### src/rtl/banco_registros_pkg.sv
// Shared datapath constants and types for the RISC-V integer register file.
package rv_pkg;

  localparam int unsigned XLEN = 32;
  localparam int unsigned NREG = 32;
  localparam int unsigned AW   = 5;

  localparam logic [AW-1:0] REG_X0 = '0;

  typedef logic [XLEN-1:0] reg_word_t;

endpackage

### src/rtl/banco_registros_if.sv
// Write-back and operand-read bus of the register file.
interface banco_registros_if #(
  parameter int unsigned XLEN = rv_pkg::XLEN,
  parameter int unsigned AW   = rv_pkg::AW
) ();

  logic            WE;
  logic [AW-1:0]   WA;
  logic [XLEN-1:0] WD;
  logic [AW-1:0]   RA1;
  logic [AW-1:0]   RA2;
  logic [XLEN-1:0] RD1;
  logic [XLEN-1:0] RD2;

  modport master (
    output WE, WA, WD, RA1, RA2,
    input  RD1, RD2
  );

  modport slave (
    input  WE, WA, WD, RA1, RA2,
    output RD1, RD2
  );

endinterface

### src/rtl/banco_registros_rf_read_port.sv
// One combinational read port: x0 check, write-back bypass, storage select.
module rf_read_port
  import rv_pkg::*;
#(
  parameter int unsigned XLEN   = rv_pkg::XLEN,
  parameter int unsigned NREG   = rv_pkg::NREG,
  parameter int unsigned AW     = rv_pkg::AW,
  parameter int unsigned BYPASS = 1
) (
  input  logic            rst,
  input  logic            we,
  input  logic [AW-1:0]   wa,
  input  logic [XLEN-1:0] wd,
  input  logic [AW-1:0]   ra,
  input  logic [XLEN-1:0] regs [NREG],
  output logic [XLEN-1:0] rd_c
);

  logic bypass_hit;

  // Forward the in-flight write unless reset is discarding it this cycle.
  assign bypass_hit = (BYPASS != 0) && we && !rst && (wa == ra);

  // x0 wins over everything, then bypass, then stored contents.
  always_comb begin
    rd_c = '0;
    if (ra == AW'(REG_X0)) begin
      rd_c = '0;
    end else if (bypass_hit) begin
      rd_c = wd;
    end else begin
      rd_c = regs[ra];
    end
  end

endmodule

### src/rtl/banco_registros.sv
// 32x32 integer register file: two combinational reads, one synchronous write.
module banco_registros
  import rv_pkg::*;
#(
  parameter int unsigned XLEN   = rv_pkg::XLEN,
  parameter int unsigned NREG   = rv_pkg::NREG,
  parameter int unsigned AW     = rv_pkg::AW,
  parameter int unsigned BYPASS = 1
) (
  input  logic               CLK,
  input  logic               RST,
  banco_registros_if.slave   rf
);

  // Entry 0 carries no storage; it is supplied as a constant in the view below.
  logic [XLEN-1:0] mem  [1:NREG-1];
  logic [XLEN-1:0] regs [NREG];

  // Reset clears every entry and overrides any write in the same cycle.
  always_ff @(posedge CLK) begin
    if (RST) begin
      for (int i = 1; i < int'(NREG); i++) begin
        mem[i] <= '0;
      end
    end else if (rf.WE && (rf.WA != AW'(REG_X0))) begin
      mem[rf.WA] <= rf.WD;
    end
  end

  // Full-size view of storage with x0 pinned to zero for the read ports.
  always_comb begin
    regs[0] = '0;
    for (int i = 1; i < int'(NREG); i++) begin
      regs[i] = mem[i];
    end
  end

  rf_read_port #(
    .XLEN(XLEN), .NREG(NREG), .AW(AW), .BYPASS(BYPASS)
  ) u_port1 (
    .rst  (RST),
    .we   (rf.WE),
    .wa   (rf.WA),
    .wd   (rf.WD),
    .ra   (rf.RA1),
    .regs (regs),
    .rd_c (rf.RD1)
  );

  rf_read_port #(
    .XLEN(XLEN), .NREG(NREG), .AW(AW), .BYPASS(BYPASS)
  ) u_port2 (
    .rst  (RST),
    .we   (rf.WE),
    .wa   (rf.WA),
    .wd   (rf.WD),
    .ra   (rf.RA2),
    .regs (regs),
    .rd_c (rf.RD2)
  );

endmodule

### src/flat_wrapper.sv
// flat-port wrapper written by rule: the top's interface ports become plain ports
module banco_registros_flat import rv_pkg::*;
#(
  parameter int unsigned XLEN   = rv_pkg::XLEN,
  parameter int unsigned NREG   = rv_pkg::NREG,
  parameter int unsigned AW     = rv_pkg::AW,
  parameter int unsigned BYPASS = 1
)
  (CLK, RST, rf_WE, rf_WA, rf_WD, rf_RA1, rf_RA2, rf_RD1, rf_RD2);
  banco_registros_if #(.XLEN(XLEN), .AW(AW)) rf_i ();
  input  logic CLK;
  input  logic RST;
  input wire logic [$bits(rf_i.WE)-1:0] rf_WE;
  input wire logic [$bits(rf_i.WA)-1:0] rf_WA;
  input wire logic [$bits(rf_i.WD)-1:0] rf_WD;
  input wire logic [$bits(rf_i.RA1)-1:0] rf_RA1;
  input wire logic [$bits(rf_i.RA2)-1:0] rf_RA2;
  output wire logic [$bits(rf_i.RD1)-1:0] rf_RD1;
  output wire logic [$bits(rf_i.RD2)-1:0] rf_RD2;
  assign rf_i.WE = rf_WE;
  assign rf_i.WA = rf_WA;
  assign rf_i.WD = rf_WD;
  assign rf_i.RA1 = rf_RA1;
  assign rf_i.RA2 = rf_RA2;
  assign rf_RD1 = rf_i.RD1;
  assign rf_RD2 = rf_i.RD2;
  banco_registros #(.XLEN(XLEN), .NREG(NREG), .AW(AW), .BYPASS(BYPASS)) u_core (.CLK(CLK), .RST(RST), .rf(rf_i));
endmodule
### config.mk
export PLATFORM = sky130hd
export DESIGN_NAME = banco_registros_flat
export DESIGN_NICKNAME = d
export VERILOG_FILES = /design/src/rtl/banco_registros_pkg.sv /design/src/rtl/banco_registros_if.sv /design/src/rtl/banco_registros_rf_read_port.sv /design/src/rtl/banco_registros.sv /design/src/flat_wrapper.sv
export SDC_FILE = /design/constraint.sdc
export NUM_CORES = 2
export LEC_CHECK = 0
export BUFFER_PORTS_ARGS = -buffer_cell sky130_fd_sc_hd__buf_4
export CORE_MARGIN = 3
export CORE_UTILIZATION = 57
export DETAILED_ROUTE_END_ITERATION = 8
export GPL_ROUTABILITY_DRIVEN = 0
export GPL_TIMING_DRIVEN = 0
export PLACE_DENSITY = 0.72
export SETUP_SLACK_MARGIN = 0.2
export SYNTH_ARGS = -nofsm -noshare
export SYNTH_HDL_FRONTEND = slang
export SYNTH_SLANG_ARGS = --single-unit
### constraint.sdc
create_clock -name CLK -period 4.35 [get_ports CLK]
set_clock_uncertainty 0.15 [all_clocks]
set_input_delay 1.305 -clock CLK [delete_from_list [all_inputs] [get_ports CLK]]
set_output_delay 1.305 -clock CLK [all_outputs]
set_load 0.1 [all_outputs]
# ---- Yosys cells after proc, flatten, opt, wreduce, memory -nomap -nowiden
# Memory sizes are Yosys's and may differ from the RTL's.
# Index checks and enable logic that the tools add are counted.
dict set report totals {
  mem_bits_rw 992
  in_bits 50
  wordCells 34
  memories 1
  out_inout_bits 64
  regBits 0
}
dict set report classes {
  reduce_logical 9
  bitwise 2
  order_cmp 2
  n_mux 18
  n_eq_ne 2
}
# name words width read_ports rd_clocked_by_memory_dff wr line_no
set memory_table {}
lappend memory_table {u_core.mem 31 32 31 0 31 banco_registros.sv:16} ;# logic [XLEN-1:0] mem [1:NREG-1];
# op n
set ops {}
lappend ops {{32-bit binary-select mux with 5-bit select} 2}
lappend ops {{32-bit two-way mux} 9}
lappend ops {{32-bit OR reduction} 1}
lappend ops {{6-bit greater-or-equal comparator (second input constant)} 2}
lappend ops {{5-bit inverter with 6-bit output} 2}
lappend ops {{5-bit equality test} 2}
lappend ops {{5-bit logical NOT} 2}
lappend ops {{1-bit two-way mux} 6}
lappend ops {{5-bit two-way mux} 1}
lappend ops {{5-bit nonzero test} 1}
lappend ops {{1-bit logical AND} 4}
lappend ops {{1-bit logical NOT} 1}

# ---- Depth between registers and ports, before layout
dict set report logic_depth {
  ltp_word 7
  depth_mapped 10
}

# ---- Hierarchy
# From an unflattened synthesis, not the netlist that was laid out.
dict set report hier_totals {
  cells_unflattened 3924
  area_unflattened_um2 55086.6
}
# module n_inst seq_area_each_um2 cells_each area_each_um2
set modules_own_cells {}
lappend modules_own_cells {banco_registros 1 29788.6 2386 37439.7}
lappend modules_own_cells {rf_read_port 2 0.0 769 8823.5}

# ---- Worst setup path after synthesis
# No wires, ideal clock.
dict set report synth_timing {
  kind {input port to output port}
  startpoint {input rf_RA2[0]}
  endpoint {output rf_RD2[24]}
  setup_slack_ps -2013
  required_ps 2895
  arrival_time_ps 4908
  cell_stages 8
  path_cell_list {buf_6 -> buf_12 -> xor2_2 -> nor3_1 -> and2_4 -> buf_6 -> or4_1 -> a221oi_1}
}
dict set report synth_between {
  elab_chain_cells 6
  word_cells_on_any_way 9
  classes_between {1 x eq/ne; 5 x mux; 1 x bitwise; 2 x reduce/logical}
}
# element line_no
set synth_rtl {}
lappend synth_rtl {{start, declared} flat_wrapper.sv:17} ;# input wire logic [$bits(rf_i.RA2)-1:0] rf_RA2;
lappend synth_rtl {{5-bit inverter with 6-bit output (implied by the code)} banco_registros_rf_read_port.sv:32} ;# rd_c = regs[ra];
lappend synth_rtl {{32-bit binary-select mux with 5-bit select} banco_registros_rf_read_port.sv:32}
lappend synth_rtl {{32-bit two-way mux (implied by the code) (2 in series)} banco_registros_rf_read_port.sv:32}
lappend synth_rtl {{32-bit two-way mux} banco_registros_rf_read_port.sv:29} ;# end else if (bypass_hit) begin
lappend synth_rtl {{32-bit two-way mux (*)} banco_registros_rf_read_port.sv:27} ;# if (ra == AW'(REG_X0)) begin
lappend synth_rtl {{end, declared} flat_wrapper.sv:19} ;# output wire logic [$bits(rf_i.RD2)-1:0] rf_RD2;
# Mark *: on every way between the ends. The rest lies on a longest branch, timed or not. The select of a mux whose other input is x is not followed.

# ---- Worst setup path in the final report
dict set report layout_timing {
  startpoint {input rf_RA2[4]}
  endpoint {output rf_RD2[21]}
}
# The elaborated chain is that of the path after synthesis.

==> impl_metrics.ini <==
[drt]
first_pass_iters = 9
remaining_drc_errors = 2
ant_nets = 0
post_drt_wl_per_cell_um = 40.8
routed_wl_um = 222000
drt_iter0_drc = 7340
vias_per_cell = 7.42
num_vias = 40362

[critical_path]
crit_path_cell_trace = buf_4 > buf_4 > buf_4 > clkbuf_2 > o211ai_1 > a221oi_2 > buf_6
cp-startpoint = rf_RA2[4]
crit_fanout = 10
slowest_stage = a221oi_2
crit_type = in2out
start_kind = primary input
cp_common_cell = buf_4
slowest_delay_ns = 0.51
cp_data_required_time_ns = 2.89
cp-end-kind = primary output
crit_arrival_ns = 3.79

[run_status]
violations = design-rule violations, negative setup slack
outcome = complete, but fails checks

[floorplanning]
dieHeight_um = 313
core_area_um2 = 93500
rows = 112
initial_core_util_pct = 57.6
die_x_um = 313
io_pins = 114
die-area_um2 = 98200

[pwr]
peakVddDrop_uv = 359
pwr_density_cell_nw_per_um2 = 379
leakage_uw = 0.0232

[timing]
rsz0062_at_grt = yes
fmax_mhz = 191
max_slew_margin_pct = 9.69
finalMaxSlewViolations = 0
period_minus_slack_ns = 5.25
setup_ws_ns = -0.896
tightestPinTransition_ns = 1.35
hold_viol = 0
setup_viol = 64
final.period_utilization_pct = 121
whs_ns = 0.774

[placed_design]
pre_cts_ws_ns = -1.77
post_dp_cell_area_um2 = 57500
dp.cells = 5071
port_buffers = 105
dpl.hpwl_um = 149000

[final_layout]
area_growth_pct = 23.9
regMostFlops = u_core.mem
largest_register_ff_count = 992
drive_gt1_share_pct = 36.0
top_regs = u_core.mem: 992 flops
design_area_um2 = 66700
layout.nets = 4148
fillers = 5931
finalNonFillerCells = 5438

[synth]
synthDominantCellAreaShare_pct = 55.3
synth_nets = 3760
syn-instance-count = 3710
ys_async_sr_fraction_pct = 0
synth-edff-count = 992
ys.flop_type = edfxtp_1
syn_area_per_cell_um2 = 14.5
mappedNetlistArea_um2 = 53800
synth_cell_types = 55
synth_top_cells_by_count = 1005 x and2_1, 992 x edfxtp_1, 413 x mux4_2
synth_top_cells_by_area = edfxtp_1 55%, mux4_2 17%, and2_1 12%
synth_most_common_cell = and2_1
ys_ff_latch = 992
yosysTopAreaCell = edfxtp_1
yosysWarnings = 0
yosysSeqAreaShare_pct = 55.3

[clock_tree]
cts.reportedPaths.clkPinSlew_ns = 0.07
hold_buffers = 0
cts.sinks = 992
numCtsBuffers = 107
cts_tree = built
cts.path.max_buffers = 3
htreeDepth = 3
cts-root-buf = clkbuf_16

[global_routing]
antenna_found_initial = 6
grt_max_degree = 33
grt_pass1_wl_um = 298000
grt_overflow = 0
track_usage_pct = 44.5
grt_pass1_vias = 38966

[run]
maxCapViolCount = 0

[hold_path]
hp-start = rf_WD[25]
hp-class = in2reg
min_path_cells = 2
hold-path-endpoint = u_core.mem[5][25]
==> area by class of cell <==
class	count	area, µm²	share of cell area, %
plain buffers	402	3610	5.41
well taps	1254	1570	2.35
repair buffers	280	3920	5.87
inverters	6	31.3	0.0469
flip-flops and latches	992	29800	44.6
clock buffers	125	2750	4.11
multi-input cells	2309	24600	36.8
clock inverters	63	487	0.729
diodes	7	17.5	0.0263
==> power breakdown <==
part | total, µW | switching [µW] | internal (µW)
sequential | 11300 | 273 | 11000
combinational | 5130 | 3120 | 2010
clock | 8870 | 4020 | 4840
==> logic make-up (layout without fill, tap and decap cells) <==
kind of cell,count (synthesis),after routing,synth area share [%]
other cells,0,7,0
xor+xnor,10,10,0.177
compound gates,447,447,6.02
flops,992,992,55.3
mux,596,596,21.0
buf+inv,409,876,3.52
simple gates,1256,1256,13.9
==> per-layer routing <==
metal	track usage (%)	share of wire [%]	vias to the layer above	wire, µm
li1	-	-	15118	-
met1	55.5	32	19995	71200
met2	62.1	41	4177	91000
met3	17.7	16	1068	35700
met4	34.3	11	4	23700
met5	1.24	0.036	-	80
==> cell usage in the layout, fill, tap and decap left out, drive strengths merged, types with 61 or more instances in the layout <==
cell / Yosys / final
edfxtp: 992 / 992
mux2: 63 / 63
nand2: 61 / 61
clkbuf: 267 / 393
buf: 136 / 414
a22oi: 77 / 77
mux2i: 113 / 113
a21oi: 89 / 89
mux4: 420 / 420
and2: 1006 / 1006
nor2: 75 / 75
==> what timing repair did <==
item                       4_1_cts  5_1_grt
cloned                          12        8
buffers inserted                91       62
setup endpoints to repair       64       64
resized for setup              817      144
pin swaps                      132       85
==> critical path: cells and delay by family <==
family	cells	cell delay [ns]
AO/OA/AOI/OAI	2	0.89
buffers and inverters	5	1.55
==> through the flow <==
step / TNS (ns) / total power [µW] / utilization (%)
after global placement: -114.13 / 15400 / 61.4
after detailed placement: -115.51 / 15500 / 61.5
final: -40.60 / 25300 / 71.4
after global routing: -39.28 / 25600 / 71.4
after floorplan: -21.76 / 14000 / -
after CTS: -33.68 / 24700 / 69.8
==> worst max path at each step <==
stage / end / slack (ns) / depth (start not counted)
2_1_floorplan: rf_RD2[19] / -1.02 / 9
3_3_place_gp: rf_RD2[2] / -2.39 / 6
3_5_place_dp: rf_RD2[21] / -1.77 / 7
4_1_cts: rf_RD2[15] / -0.64 / 12
5_1_grt: rf_RD2[21] / -0.76 / 12
6_report: rf_RD2[21] / -0.90 / 7
Note: power is estimated with default switching activity, not from simulation.
